===== src/rtl/rx_huge_page_sched.sv =====
// Ping-pong scheduler for the two driver-supplied RX huge pages: hands out aligned
// per-frame slots from the page being filled and returns each page when it is full or idle.
module rx_huge_page_sched #(
  parameter int unsigned PAGE_LOG2  = 21,
  parameter int unsigned ALIGN_LOG2 = 7,
  parameter logic [15:0] TIMEOUT    = 16'd50000
) (
  input  logic                 trn_clk,
  input  logic                 reset_n,
  input  logic [63:0]          huge_page_addr_1,
  input  logic [63:0]          huge_page_addr_2,
  input  logic                 huge_page_status_1,
  input  logic                 huge_page_status_2,
  output logic                 huge_page_free_1,
  output logic                 huge_page_free_2,
  input  logic                 slot_req,
  input  logic [13:0]          slot_len,
  output logic                 slot_gnt,
  output logic [63:0]          slot_addr,
  output logic                 slot_page,
  input  logic                 wr_idle,
  output logic                 page_close,
  output logic [PAGE_LOG2:0]   page_used_bytes
);

  localparam int unsigned OW = PAGE_LOG2 + 1;
  localparam int unsigned SW = PAGE_LOG2 + 2;
  localparam logic [SW-1:0] PAGE_BYTES = SW'(1) << PAGE_LOG2;
  localparam logic [SW-1:0] ALIGN_MASK = (SW'(1) << ALIGN_LOG2) - SW'(1);

  typedef enum logic [1:0] {
    ST_WAIT,
    ST_ACTIVE,
    ST_DRAIN,
    ST_RELEASE
  } state_t;

  state_t          r_state, w_state_nxt;
  logic            r_cur, w_cur_nxt;
  logic [63:0]     r_base, w_base_nxt;
  logic [OW-1:0]   r_offset, w_offset_nxt;
  logic [15:0]     r_idle, w_idle_nxt;

  logic            r_free_1, w_free_1_nxt;
  logic            r_free_2, w_free_2_nxt;
  logic            r_slot_gnt, w_slot_gnt_nxt;
  logic [63:0]     r_slot_addr, w_slot_addr_nxt;
  logic            r_slot_page, w_slot_page_nxt;
  logic            r_page_close, w_page_close_nxt;
  logic [OW-1:0]   r_used, w_used_nxt;

  logic [SW-1:0]   w_len_ext;
  logic [SW-1:0]   w_rlen;
  logic [SW-1:0]   w_end;
  logic            w_fits;
  logic            w_status_cur;
  logic [63:0]     w_addr_cur;
  logic [16:0]     w_idle_inc;

  // Slot size: length rounded up to the alignment, zero-length frames still take one unit
  assign w_len_ext    = SW'(slot_len);
  assign w_rlen       = (slot_len == 14'd0) ? (ALIGN_MASK + SW'(1))
                                            : ((w_len_ext + ALIGN_MASK) & ~ALIGN_MASK);
  assign w_end        = SW'(r_offset) + w_rlen;
  assign w_fits       = (w_end <= PAGE_BYTES);
  assign w_status_cur = r_cur ? huge_page_status_2 : huge_page_status_1;
  assign w_addr_cur   = r_cur ? huge_page_addr_2 : huge_page_addr_1;
  assign w_idle_inc   = {1'b0, r_idle} + 17'd1;

  assign huge_page_free_1 = r_free_1;
  assign huge_page_free_2 = r_free_2;
  assign slot_gnt         = r_slot_gnt;
  assign slot_addr        = r_slot_addr;
  assign slot_page        = r_slot_page;
  assign page_close       = r_page_close;
  assign page_used_bytes  = r_used;

  always_ff @(posedge trn_clk or negedge reset_n) begin
    if (!reset_n) begin
      r_state      <= ST_WAIT;
      r_cur        <= 1'b0;
      r_base       <= '0;
      r_offset     <= '0;
      r_idle       <= '0;
      r_free_1     <= 1'b0;
      r_free_2     <= 1'b0;
      r_slot_gnt   <= 1'b0;
      r_slot_addr  <= '0;
      r_slot_page  <= 1'b0;
      r_page_close <= 1'b0;
      r_used       <= '0;
    end else begin
      r_state      <= w_state_nxt;
      r_cur        <= w_cur_nxt;
      r_base       <= w_base_nxt;
      r_offset     <= w_offset_nxt;
      r_idle       <= w_idle_nxt;
      r_free_1     <= w_free_1_nxt;
      r_free_2     <= w_free_2_nxt;
      r_slot_gnt   <= w_slot_gnt_nxt;
      r_slot_addr  <= w_slot_addr_nxt;
      r_slot_page  <= w_slot_page_nxt;
      r_page_close <= w_page_close_nxt;
      r_used       <= w_used_nxt;
    end
  end

  always_comb begin
    w_state_nxt      = r_state;
    w_cur_nxt        = r_cur;
    w_base_nxt       = r_base;
    w_offset_nxt     = r_offset;
    w_idle_nxt       = r_idle;
    w_free_1_nxt     = 1'b0;
    w_free_2_nxt     = 1'b0;
    w_slot_gnt_nxt   = 1'b0;
    w_slot_addr_nxt  = '0;
    w_slot_page_nxt  = 1'b0;
    w_page_close_nxt = 1'b0;
    w_used_nxt       = '0;

    case (r_state)
      ST_WAIT: begin
        if (w_status_cur) begin
          w_base_nxt   = w_addr_cur;
          w_offset_nxt = '0;
          w_idle_nxt   = '0;
          w_state_nxt  = ST_ACTIVE;
        end
      end

      ST_ACTIVE: begin
        // A request already answered by the grant on the wire is not re-evaluated
        if (slot_req && !r_slot_gnt) begin
          w_idle_nxt = '0;
          if (w_fits) begin
            w_slot_gnt_nxt  = 1'b1;
            w_slot_addr_nxt = r_base + 64'(r_offset);
            w_slot_page_nxt = r_cur;
            w_offset_nxt    = OW'(w_end);
          end else begin
            w_state_nxt = ST_DRAIN;
          end
        end else if (slot_req) begin
          w_idle_nxt = '0;
        end else if (r_offset != '0) begin
          w_idle_nxt = w_idle_inc[15:0];
          if (w_idle_inc >= {1'b0, TIMEOUT}) begin
            w_state_nxt = ST_DRAIN;
          end
        end
      end

      ST_DRAIN: begin
        if (wr_idle) begin
          w_free_1_nxt     = ~r_cur;
          w_free_2_nxt     = r_cur;
          w_page_close_nxt = 1'b1;
          w_used_nxt       = r_offset;
          w_state_nxt      = ST_RELEASE;
        end
      end

      ST_RELEASE: begin
        w_cur_nxt   = ~r_cur;
        w_state_nxt = ST_WAIT;
      end

      default: w_state_nxt = ST_WAIT;
    endcase
  end

endmodule


===== config.mk =====
export PLATFORM = sky130hd
export DESIGN_NAME = rx_huge_page_sched
export DESIGN_NICKNAME = d
export VERILOG_FILES = /design/src/rtl/rx_huge_page_sched.sv
export SDC_FILE = /design/constraint.sdc
export NUM_CORES = 1
export LEC_CHECK = 0
export ABC_AREA = 1
export CAP_MARGIN = 20
export CORE_UTILIZATION = 35
export DETAILED_ROUTE_END_ITERATION = 7
export PLACE_DENSITY_LB_ADDON = 0.08
export SYNTH_ARGS = -nofsm -noshare
export SYNTH_HDL_FRONTEND = slang
export SYNTH_SLANG_ARGS = --single-unit

===== constraint.sdc =====
create_clock -name trn_clk -period 3.7 [get_ports trn_clk]
set_clock_uncertainty 0.15 [all_clocks]
set_input_delay 0.37 -clock trn_clk [delete_from_list [all_inputs] [get_ports trn_clk]]
set_output_delay 0.37 -clock trn_clk [all_outputs]
set_load 0.01 [all_outputs]

=== Word level (Yosys, flattened, before mapping) ===
Index checks and enable logic that the tools add are counted.

* Add/subtract/negate cells: 4
* $lt $le $gt $ge: 2
* Eq/ne operators: 12
* Muxes and demuxes: 37
* Bitwise gates (word level): 1
* Reduce and logical (&&, ||, !) cells: 10

{| class="wikitable"
|+ Operators with widths
! cell !! number
|-
| 2-to-1 mux 64 bit || 4
|-
| 2-to-1 mux 22 bit || 5
|-
| adder 64 x 22 -> 64 bit || 1
|-
| 2-to-1 mux 16 bit || 4
|-
| one-hot mux 22 bit (2 select lines) || 1
|-
| one-hot mux 16 bit (2 select lines) || 1
|-
| adder 22 x 15 -> 23 bit || 1
|-
| <= comparator 23 x 22 -> 1 bit (second input constant) || 1
|-
| nonzero test 22 bit || 1
|-
| adder 16 x 1 -> 17 bit (second input constant) || 1
|-
| greater-or-equal comparator 17 x 16 -> 1 bit (second input constant) || 1
|-
| adder 14 x 7 -> 15 bit (second input constant) || 1
|-
| 2-to-1 mux 15 bit || 1
|-
| logical NOT 14 bit || 1
|-
| 2-to-1 mux 2 bit || 7
|-
| 2-to-1 mux 1 bit || 13
|-
| != test 3 bit (second input constant) || 4
|-
| != test 2 bit (second input constant) || 4
|-
| one-hot mux 2 bit (4 select lines) || 1
|-
| AND reduction 6 bit || 1
|-
| == test 2 bit (second input constant) || 2
|-
| != test 4 bit (second input constant) || 1
|-
| AND reduction 4 bit || 1
|-
| AND reduction 3 bit || 1
|-
| other kinds (7) || 7
|}

* Register bits: 196
* Input bits: 148
* Output and inout port bits: 91
* Logic and storage cells: 78

=== Logic depth before layout (Yosys ltp) ===
* Depth after elaboration: 7
* Gate-level depth with buffers: 30
* Depth with buffers taken out: 30

=== Least setup slack after synthesis ===
Ideal clock, no wire load.

* Kind: input port to flip-flop
* Start: input port slot_len[5]
* End: register r_offset[15]
* Library setup time: 0.117 ns
* Arrival time: 3.053 ns
* Data required time: 3.433 ns
* Setup slack: 0.380 ns
* Cell stages on the path: 29
* Buffers on the path: 1
* Cell sequence: nor3_1 > nand2_1 > nor2_1 > nor2_1 > inv_1 > nor2_1 > nand2_1 > nor2_1 > inv_1 > nor2_1 > nand2_1 > xor2_1 > inv_1 > ha_1 > nand2_1 > inv_1 > nand2_1 > nand2_1 > nand2_1 > nand3_1 > nand2_1 > nand3_1 > nor2_1 > nand3_2 > nand3_2 > nand3b_4 > buf_6 > nand2_1 > nand2_1

* Longest elaborated chain between the ends: 6
* Elaborated cells between the ends (all ways): 10
* Classes of those cells: add/sub (2); order compare (1); eq/ne (1); mux (4); reduce/logical (2)

{| class="wikitable"
|+ RTL lines
! what !! line !! source
|-
| start: declaration || 17 || <nowiki>input logic [13:0] slot_len,</nowiki>
|-
| adder 14 x 7 -> 15 bit or logical NOT 14 bit (tied branches) || 63, 62 ||
|-
| 2-to-1 mux 15 bit (*) || 62 || <nowiki>assign w_rlen = (slot_len == 14'd0) ? (ALIGN_MASK + SW'(1))</nowiki>
|-
| adder 22 x 15 -> 23 bit (*) || 64 || <nowiki>assign w_end = SW'(r_offset) + w_rlen;</nowiki>
|-
| <= comparator 23 x 22 -> 1 bit or 2-to-1 mux 22 bit (tied branches) || 65, 136 ||
|-
| != test 2 bit (no line) or 2-to-1 mux 22 bit (tied branches) || - ||
|-
| AND reduction 4 bit (no line) or one-hot mux 22 bit (2 select lines) (tied branches) || - ||
|-
| end signal: assignment || 96 || <nowiki>r_offset <= w_offset_nxt;</nowiki>
|-
| end: declaration || 41 || <nowiki>logic [OW-1:0] r_offset, w_offset_nxt;</nowiki>
|}

Every way passes the cells marked *; elsewhere a longest branch is shown, timed or not. The select of a mux whose other input is x is not followed.
A chain may end at the register's enable or synchronous reset.

=== Worst setup path after layout ===
* Start: input port slot_len[5]
* End: register r_slot_addr[63], in the netlist slot_addr[63]

* Longest elaborated chain between the ends: 7
* Elaborated cells between the ends (all ways): 8
* Classes of those cells: add/sub (2); order compare (1); mux (4); reduce/logical (1)

{| class="wikitable"
|+ RTL lines
! what !! line !! source
|-
| adder 14 x 7 -> 15 bit or logical NOT 14 bit (tied branches) || 63, 62 ||
|-
| 2-to-1 mux 15 bit (*) || 62 ||
|-
| adder 22 x 15 -> 23 bit (*) || 64 ||
|-
| <= comparator 23 x 22 -> 1 bit (*) || 65 || <nowiki>assign w_fits = (w_end <= PAGE_BYTES);</nowiki>
|-
| 2-to-1 mux 64 bit (*) || 136 || <nowiki>if (w_fits) begin</nowiki>
|-
| 2-to-1 mux 64 bit (*) || 134 || <nowiki>if (slot_req && !r_slot_gnt) begin</nowiki>
|-
| 2-to-1 mux 64 bit (*) || 122 || <nowiki>case (r_state)</nowiki>
|-
| net w_slot_addr_nxt[63] || 47 || <nowiki>logic [63:0] r_slot_addr, w_slot_addr_nxt;</nowiki>
|-
| end signal: assignment || 101 || <nowiki>r_slot_addr <= w_slot_addr_nxt;</nowiki>
|-
| end: declaration || 47 ||
|}

The timed path passes the listed nets; every way through them passes the cells marked *.

==> results.md <==
* Post-Layout Cell Count at 2080
* Busiest layer in global routing: met2
* H-tree depth at 4
* Post-Syn Instances at 1421
* Clk sinks at 183
* Hold EP: r_base[36]
* Tot Pwr at 0.00961 W
* Maximum vdd drop at 0.334 mV
* # nets final at 1854
* Final core occ at 0.485
* CP startpoint: slot_len[5]
* Post-DRT Antenna Nets at 0
* Final HPWL DP at 25.3 mm
* Fraction of layout cells with a size suffix above 1 at 0.0835
* Vias after detailed routing at 10100
* Wirelength per Cell at 16.1 um
* First-pass GRT wire length at 52.3 mm
* Netlist cell types at 40
* Final setup viols at 0
* Inserted Clock Buffers at 17
* FF-to-FF End: slot_addr[63]
* Tot GR Track Use at 0.220
* Io pins at 239
* Port-buffer cells at 238
* Final hold vios at 0
* Met3 Usage GRT at 0.0363
* Syn Area/Cell at 7.38 sq um
* Final Cycle Share at 0.946
* Die width at 175 um
* Starting Density at 0.355
* Worst Max-Slew Pin Slew at 918 ps
* FF-to-FF setup slack at 780 ps
* Minimum clock period at 3500 ps
* Number of global-route vias before repair at 9843
* TNS Setup at 0 ps
* CTS tree: yes
* Setup CP Type: input pin to flip-flop
* Pleak at 6.76 nW
* Hold_ws at 339 ps
* Placer Congestion at 0.912
* Pwr dens at 670 mW/mm^2
* Fmax at 0.286 GHz
* Die Y at 175 um
* Worst setup EP type: flip-flop
* Max cap viols at 0
* Clock transition at path regs at 80 ps
* Total Wirelength at 33.4 mm
* Hold Startpoint: huge_page_addr_1[36]
* Global-route met1 utilization at 0.272
* Critical R2R Launch: r_offset[8]
* WP data required at 3900 ps
* Hold depth at 3
* DP Cell Count at 2042
* Core box area at 0.0296 sq mm
* CP Launch Type: input pin
* CP max FO at 8
* DRC Markers at 0
* Initial antenna violation count at 1
* Met2 Use GR at 0.392
* Outcome: complete, no violations
* DRT Pass-1 Iters at 5
* Min-Delay Path Class: input pin to flip-flop
* Post-synthesis register bit count at 183
* CTS max path bufs at 2
* Max-slew violations at 0
* Clock Latency Late Sink at 440 ps
* Num rows at 63
* Multi-input logic area at 0.00519 sq mm
* Cells on worst reg2reg path at 11
* Synthesized net count at 1599
* Vias per std cell at 4.85
* RSZ-0062 raised after global routing: yes
* Sequential cell area at 0.00458 sq mm
* Pin count of the biggest net entering global routing at 89
* Slew headroom at 0.387
* Worst EP arrival at 3700 ps
* Root Buffer: clkbuf_16
* Mapped cell area at 0.0105 sq mm
* Die Footprint at 0.0307 sq mm
* Total of fill cells in the finished design at 2967
* Sequential cell area fraction in the yosys report at 0.437
* Synth warnings at 0
* Synth-to-Final Area Change at 36.6%
* GRT overflow at 0
* Initial drt markers at 556
-- kinds of logic (layout without fill, tap and decap cells) --
kind of cell,Yosys count,count (layout),synth area share
other,1,2,0.000357
AND/OR/NAND/NOR,813,813,0.334
adder cells (fa/ha/maj),30,30,0.0365
buffers and inverters,218,486,0.0840
AO/OA/AOI/OAI,143,143,0.0810
XOR/XNOR,33,33,0.0276
flip-flops,183,183,0.437
-- final cells by class --
class | instances | area share
tap | 390 | 0.0341
antenna | 1 | 0.000175
clock inverter | 14 | 0.0108
timing repair buffer | 285 | 0.198
inverter | 169 | 0.0450
sequential | 183 | 0.320
clock buffer | 18 | 0.0300
multi-input combinational | 1020 | 0.362
-- what timing repair did --
action | 4_1_cts | 5_1_grt
buffers inserted | 0 | 2
gates resized for setup | 4 | 42
hold buffers | 1 | 0
endpoints found under the hold margin | 85 | 0
cloned | 0 | 2
endpoints found under the setup margin | 74 | 82
pin swaps | 0 | 1
-- state kept, by name, indices dropped and copies added (netlist names) --
signal            flops
r_base               64
slot_addr            64
page_used_bytes      16
r_idle               16
r_offset             15
r_state               2
huge_page_free_1      1
huge_page_free_2      1
page_close            1
r_cur                 1
slot_gnt              1
slot_page             1
-- per-stage QoR --
step           setup slack (ps)  cell area (sq um)
2_1_floorplan               380              10500
5_1_grt                   -40.9              14300
3_3_place_gp               -524              13500
6_report                    200              14300
3_5_place_dp               -570              13500
4_1_cts                    44.2              14100
-- worst max path at each step --
stage,cells after the start,slack (ps),to
floorplan,29,380,r_offset[15]
global placement,28,-520,slot_addr[63]
detailed placement,28,-570,slot_addr[53]
CTS,27,40,slot_addr[53]
global route,31,-40,r_state[0]
finish,27,200,slot_addr[63]
-- routing by layer --
layer  up-vias  share of wire
met5         -              0
met4         0          0.022
met3        42          0.032
met2       238           0.50
met1      4706           0.44
li1       5099              -
-- placed cells by master (no fill, tap or decap), drive strengths merged, types with 12 or more instances in the layout --
| cell type | count |
|---|---|
| clkdlybuf4s50 | 237 |
| xor2 | 23 |
| nor2 | 234 |
| o22ai | 12 |
| nand3 | 58 |
| nand4 | 39 |
| a31oi | 70 |
| o21ai | 26 |
| buf | 44 |
| dfrtp | 183 |
| a21oi | 30 |
| nor3 | 60 |
| inv | 177 |
| clkbuf | 21 |
| ha | 29 |
| nand2 | 393 |
-- critical path: stages --
cell and delay, ps:
clkdlybuf4s50_1 470, nor3_2 50, nand2_1 70, nor2_2 40
nor2_1 110, inv_2 70, nor2_4 90, nand2_2 80
nor2_4 100, inv_1 60, nor2_2 120, nand2_1 100
buf_4 140, nor2_2 120, ha_4 240, nand2_4 100
inv_1 50, a21oi_1 200, nand3_1 100, nand2_1 120
nand3_1 100, nor2_2 100, nand3_2 120, nand2_4 100
nand2_8 110, buf_12 180, nor3b_1 190
-- power by group --
group	switching (W)	internal [W]	leakage (nW)
combinational	0.00271	0.00180	4.13
sequential	0.000661	0.00260	2.34
clock	0.000918	0.000911	0.280
total	0.00429	0.00531	6.76
-- cell usage after synthesis (all sizes together) --
library cell | number | area share
nor3b | 8 | 0.0086
xor2 | 23 | 0.019
fa | 1 | 0.0019
nor3 | 60 | 0.032
xnor2 | 10 | 0.0083
and2 | 1 | 0.00060
buf | 18 | 0.012
clkbuf | 31 | 0.011
and3 | 1 | 0.00060
nand3 | 58 | 0.029
nand2 | 393 | 0.14
nand3b | 6 | 0.0055
a31oi | 70 | 0.042
inv | 169 | 0.060
nand4 | 39 | 0.023
a21o | 3 | 0.0021
nor2 | 234 | 0.085
dfrtp | 183 | 0.44
o22ai | 12 | 0.0072
o21ai | 26 | 0.014
nor4 | 10 | 0.0060
or2 | 3 | 0.0018
conb | 1 | 0.00036
ha | 29 | 0.035
a21oi | 30 | 0.015
o21bai | 2 | 0.0014
Power figures use the tool's default switching activity.
==> RTL edit 1 (same flow settings) <==
Set the parameter `PAGE_LOG2` to 42 (it was 21).
--- a/src/rtl/rx_huge_page_sched.sv
+++ b/src/rtl/rx_huge_page_sched.sv
@@ -1,7 +1,7 @@
 // Ping-pong scheduler for the two driver-supplied RX huge pages: hands out aligned
 // per-frame slots from the page being filled and returns each page when it is full or idle.
 module rx_huge_page_sched #(
-  parameter int unsigned PAGE_LOG2  = 21,
+  parameter int unsigned PAGE_LOG2  = 42,
   parameter int unsigned ALIGN_LOG2 = 7,
   parameter logic [15:0] TIMEOUT    = 16'd50000
 ) (
Ports: changed (resized page_used_bytes); port bits go from 239 to 260. No check against the original RTL was run, so the function may have changed too.
==> RTL edit 1 against the unedited design <==
Utilization is 1.2 points higher; sequential cell count is 42 higher; area after synthesis is 29% higher; count of clock-buffer cells in the layout is 23 higher; die area is 29% higher; clock power is 41% higher; worst setup slack better by 0.022 ns; final area is 31% higher; wire length is 42% higher; total power is 23% higher; critical endpoint is now slot_addr[12].
==> RTL edit 1: results (changes against the unedited design) <==
Final layout
  • Register area: 5630 um2 (was 4580 um2)
  • Nonclk inv count: 225 (was 169)
  • Non-Filler Instances: 2,769 (was 2,080)
  • Ant diodes: 0 (was 1)
  • Final #Nets: 2,438 (was 1,854)
  • Clock-cell share: 0.0458 (was 0.0408)
  • NonClk Buf Share: 0.187 (was 0.198)
  • Multi-input gate count: 1,401 (was 1,020)
  • Multi-input gate share of the layout cell area: 0.389 (was 0.362)
  • Seq cells: 225 (was 183)
  • Buffers outside the clock class: 360 (was 285)
  • Clock buffer cells: 41 (was 18)
  • Share of cells above drive strength 1: 0.116 (was 0.0835)
  • Fill cells: 3,821 (was 2,967)

Clock network
  • Clk slew on worst S/H paths: 0.06 ns (was 0.08 ns)
  • Clk_lat worst skew: 0.55 ns (was 0.44 ns)
  • Max clock buf depth: 3 (was 2)
  • H-tree levels: 1 (was 4)
  • Post_cts resized: 91 (was 4)

Place
  • Pre-CTS setup slack: -0.869 ns (was -0.570 ns)
  • Gpl congestion: 0.889 (was 0.912)
  • HPWL Detailed: 34.9 mm (was 25.3 mm)
  • Post-DP Area: 17,200 um2 (was 13,500 um2)
  • Port Buffers: 259 (was 238)
  • Post-Place Cells: 2,706 (was 2,042)

Drt
  • Met3 routed WL: 2.20 mm (was 1.07 mm)
  • Drt first-iter violations: 813 (was 556)
  • Met2 WL: 21.3 mm (was 16.8 mm)
  • Vias per cell: 4.89 (was 4.85)
  • WL/cell: 17.1 um (was 16.1 um)
  • M1 WL: 22.7 mm (was 14.8 mm)

Timing
  • Rel. slew slack: 0.406 (was 0.387)

GRT
  • GR Util met2: 0.384 (was 0.392)
  • First-pass GRT wire length: 73.1 mm (was 52.3 mm)
  • Met1 usage: 0.339 (was 0.272)
  • Vias in the first global route: 13,000 (was 9,843)
  • Largest net degree at the start of global routing: 129 (was 89)
  • Total track usage: 0.239 (was 0.220)
  • Met3 Use GR: 0.0293 (was 0.0363)
  • Initial antenna violation count: 0 (was 1)

Synth
  • Mapped Nets: 2,109 (was 1,599)
  • Top post-synthesis cells by area: dfrtp_1, nand2_1, nor2_1 (unchanged)
  • Mapped Cells: 1,910 (was 1,421)
  • Sequential cell area fraction in the yosys report: 0.415 (was 0.437)

Worst setup path
  • Slowest stage delay, CP: 0.31 ns (was 0.47 ns)
  • Worst EP arrival: 3.80 ns (was 3.70 ns)
  • Critical Path Fanout Max: 8 (unchanged)

Power and ir drop
  • Peak VDD IR: 402 uV (was 334 uV)
  • Clock power frac: 0.219 (was 0.190)
  • Comb power: 5.49 mW (was 4.52 mW)
  • Clk. pwr: 2.58 mW (was 1.83 mW)

Outcome
  • Status: completed (unchanged)
[RTL edit 1: cells by family after synthesis]
logic type	after synthesis	share of synthesized area
AOI/OAI and AO/OA	217	0.0919
xor gates and xnor gates	49	0.0317
adders and majority gates	51	0.0476
buffers and inverters	285	0.0842
DFF	225	0.415
muxes	1	0.000739
other	1	0.000277
and+or+nand+nor	1081	0.328
[RTL edit 1: critical path: cells and delay by family]
family	cells	cell delay, ns
simple gates	22	2.20
buf+inv	6	0.78
fa+ha+maj	1	0.31
xor+xnor	1	0.14
[RTL edit 1: final timing paths]
kind	start	to	slack, ns	cells past startpoint
setup / recovery	slot_len[6]	slot_addr[12]	0.22	30
hold / removal	huge_page_addr_1[27]	r_base[27]	0.24	3
setup reg to reg	r_offset[16]	slot_addr[51]	0.54	14
hold reg to reg	r_base[0]	slot_addr[0]	0.35	2
max in group asynchronous	reset_n	page_used_bytes[18]	2.27	3
min in group asynchronous	reset_n	slot_addr[4]	0.27	2
==> RTL edit 2 (same flow settings) <==
Without the edit above. Encoding of `state_t`: now Gray code (2 bits for 4 states).
--- a/src/rtl/rx_huge_page_sched.sv
+++ b/src/rtl/rx_huge_page_sched.sv
@@ -29,10 +29,10 @@
   localparam logic [SW-1:0] ALIGN_MASK = (SW'(1) << ALIGN_LOG2) - SW'(1);
 
   typedef enum logic [1:0] {
-    ST_WAIT,
-    ST_ACTIVE,
-    ST_DRAIN,
-    ST_RELEASE
+    ST_WAIT    = 2'b00,
+    ST_ACTIVE  = 2'b01,
+    ST_DRAIN   = 2'b11,
+    ST_RELEASE = 2'b10
   } state_t;
 
   state_t          r_state, w_state_nxt;
Formal check against the unedited RTL: no difference found for any inputs over 4 cycles, from zero or initial values and one cycle with reset_n low; so few cycles prove little.
==> RTL edit 2 against the unedited design <==
Total power down 1.9%; sequential cell count unchanged; register-to-register slack worse by 0.12 ns; wire length down 7.6%; final area down 0.72%; worst hold slack worse by 0.0040 ns; worst setup slack better by 0.0051 ns; area after synthesis down 2.3%; critical path type unchanged; critical endpoint is now r_offset[15]; largest cell class unchanged; highest routed layer is now met5.
==> RTL edit 2: results (changes against the unedited design) <==
Synth
  • Yosys cell types: 45 (was 40)
  • Sequential cell area fraction in the yosys report: 0.447 (was 0.437)
  • Synth cell count leaders: nand2_1, nor2_1, dfrtp_1 (unchanged)

Place
  • Gpl congestion: 0.933 (was 0.912)
  • Post-Place Cells: 1,984 (was 2,042)
  • HPWL Detailed: 22.9 mm (was 25.3 mm)

GRT
  • Vias in the first global route: 9,439 (was 9,843)
  • Largest net degree at the start of global routing: 80 (was 89)
  • Total track usage: 0.208 (was 0.220)
  • First-pass GRT wire length: 49.6 mm (was 52.3 mm)

Drt
  • Drt first-iter violations: 471 (was 556)
  • Via count: 9,656 (was 10,100)
  • Vias per cell: 4.78 (was 4.85)
  • WL/cell: 15.3 um (was 16.1 um)

Outcome
  • Status: completed (unchanged)

Worst setup path
  • R2r setup slk: 0.66 ns (was 0.78 ns)
  • FF-to-FF End: slot_addr[56] (was slot_addr[63])
  • Crit path to: r_offset[15] (was slot_addr[63])
  • Reg2Reg Depth: 13 (was 11)
  • Critical Path Fanout Max: 5 (was 8)

Timing
  • Rel. slew slack: 0.445 (was 0.387)

Min path
  • Hold Startpoint: huge_page_addr_1[31] (was huge_page_addr_1[36])

Final layout
  • Ant diodes: 0 (was 1)
  • Fill cells: 2,851 (was 2,967)

Power and ir drop
  • Static Leak: 6.66 nW (was 6.76 nW)
  • Switching component of the power: 4.05 mW (was 4.29 mW)
  • Peak VDD IR: 378 uV (was 334 uV)
-- RTL edit 2: changes by cell type after synthesis, sizes merged, moves of 3 or more --
cell,unedited run,this run
nor3,60,44
a21oi,30,33
nand3b,6,2
ha,29,25
nand2,393,385
xor2,23,28
o21ai,26,22
nand4,39,24
inv,169,147
-- RTL edit 2: logic make-up after synthesis --
logic type | synth area share
and+or+nand+nor | 0.326
buffers and inverters | 0.0794
DFF | 0.447
AOI/OAI and AO/OA | 0.0807
xor gates and xnor gates | 0.0342
adders and majority gates | 0.0325
other | 0.000366
-- RTL edit 2: final cells by class --
class,count,area [um2],share of cell area
Clock buffer,18,429,0.0302
Clock inverter,14,151,0.0106
Inverter,148,556,0.0391
Multi-Input combinational cell,980,5080,0.357
Sequential cell,183,4580,0.322
Tap cell,384,480,0.0338
Timing Repair Buffer,295,2950,0.207
-- RTL edit 2: power by group through the flow --
| stage | clock network (mW) | logic, mW | registers, mW |
|---|---|---|---|
| 3_3_place_gp | 0 | 4.25 | 3.23 |
| 6_report | 1.83 | 4.40 | 3.20 |
| 5_1_grt | 1.96 | 4.92 | 3.28 |
| 2_1_floorplan | 0 | 2.61 | 3.12 |
| 4_1_cts | 1.88 | 4.30 | 3.19 |
| 3_5_place_dp | 0 | 4.27 | 3.22 |
-- RTL edit 2: what timing repair did --
item | in CTS | in global routing
pin swaps | 1 | 34
resized for setup | 6 | 63
cloned | 0 | 1
hold buffers | 1 | 0
setup buffers | 0 | 4
endpoints found under the setup margin | 56 | 83
hold endpoints to repair | 77 | 0
-- RTL edit 2: how the worst min path moves through the flow --
stage                             endpoint  slack [ns]  depth (start not counted)
final                           r_base[31]        0.34                          3
after global routing            r_base[53]        0.33                          3
after CTS                       r_base[34]        0.32                          3
after detailed placement     slot_addr[10]        0.31                          1
after global placement       slot_addr[15]        0.31                          1
after floorplan           huge_page_free_1       -0.08                          0
-- RTL edit 2: per-layer routing --
metal / share of wire / GRT usage
met2: 0.48 / 0.350
met1: 0.46 / 0.275
met5: 0.00042 / 0
met4: 0.017 / 0.0549
met3: 0.041 / 0.0394
-- RTL edit 2: tightest hold or removal path: stages --
cell	delay (ns)
clkdlybuf4s50_1	0.39
nand2_1	0.06
a31oi_1	0.07
-- RTL edit 2: stage by stage --
stage / worst slack, ns / util / cell area, um2
after floorplan: 0.329 / - / 10200
after global placement: -0.427 / 0.463 / 13300
after detailed placement: -0.574 / 0.463 / 13300
after CTS: 0.00850 / 0.485 / 13900
after global routing: -0.0372 / 0.494 / 14200
final: 0.206 / 0.494 / 14200
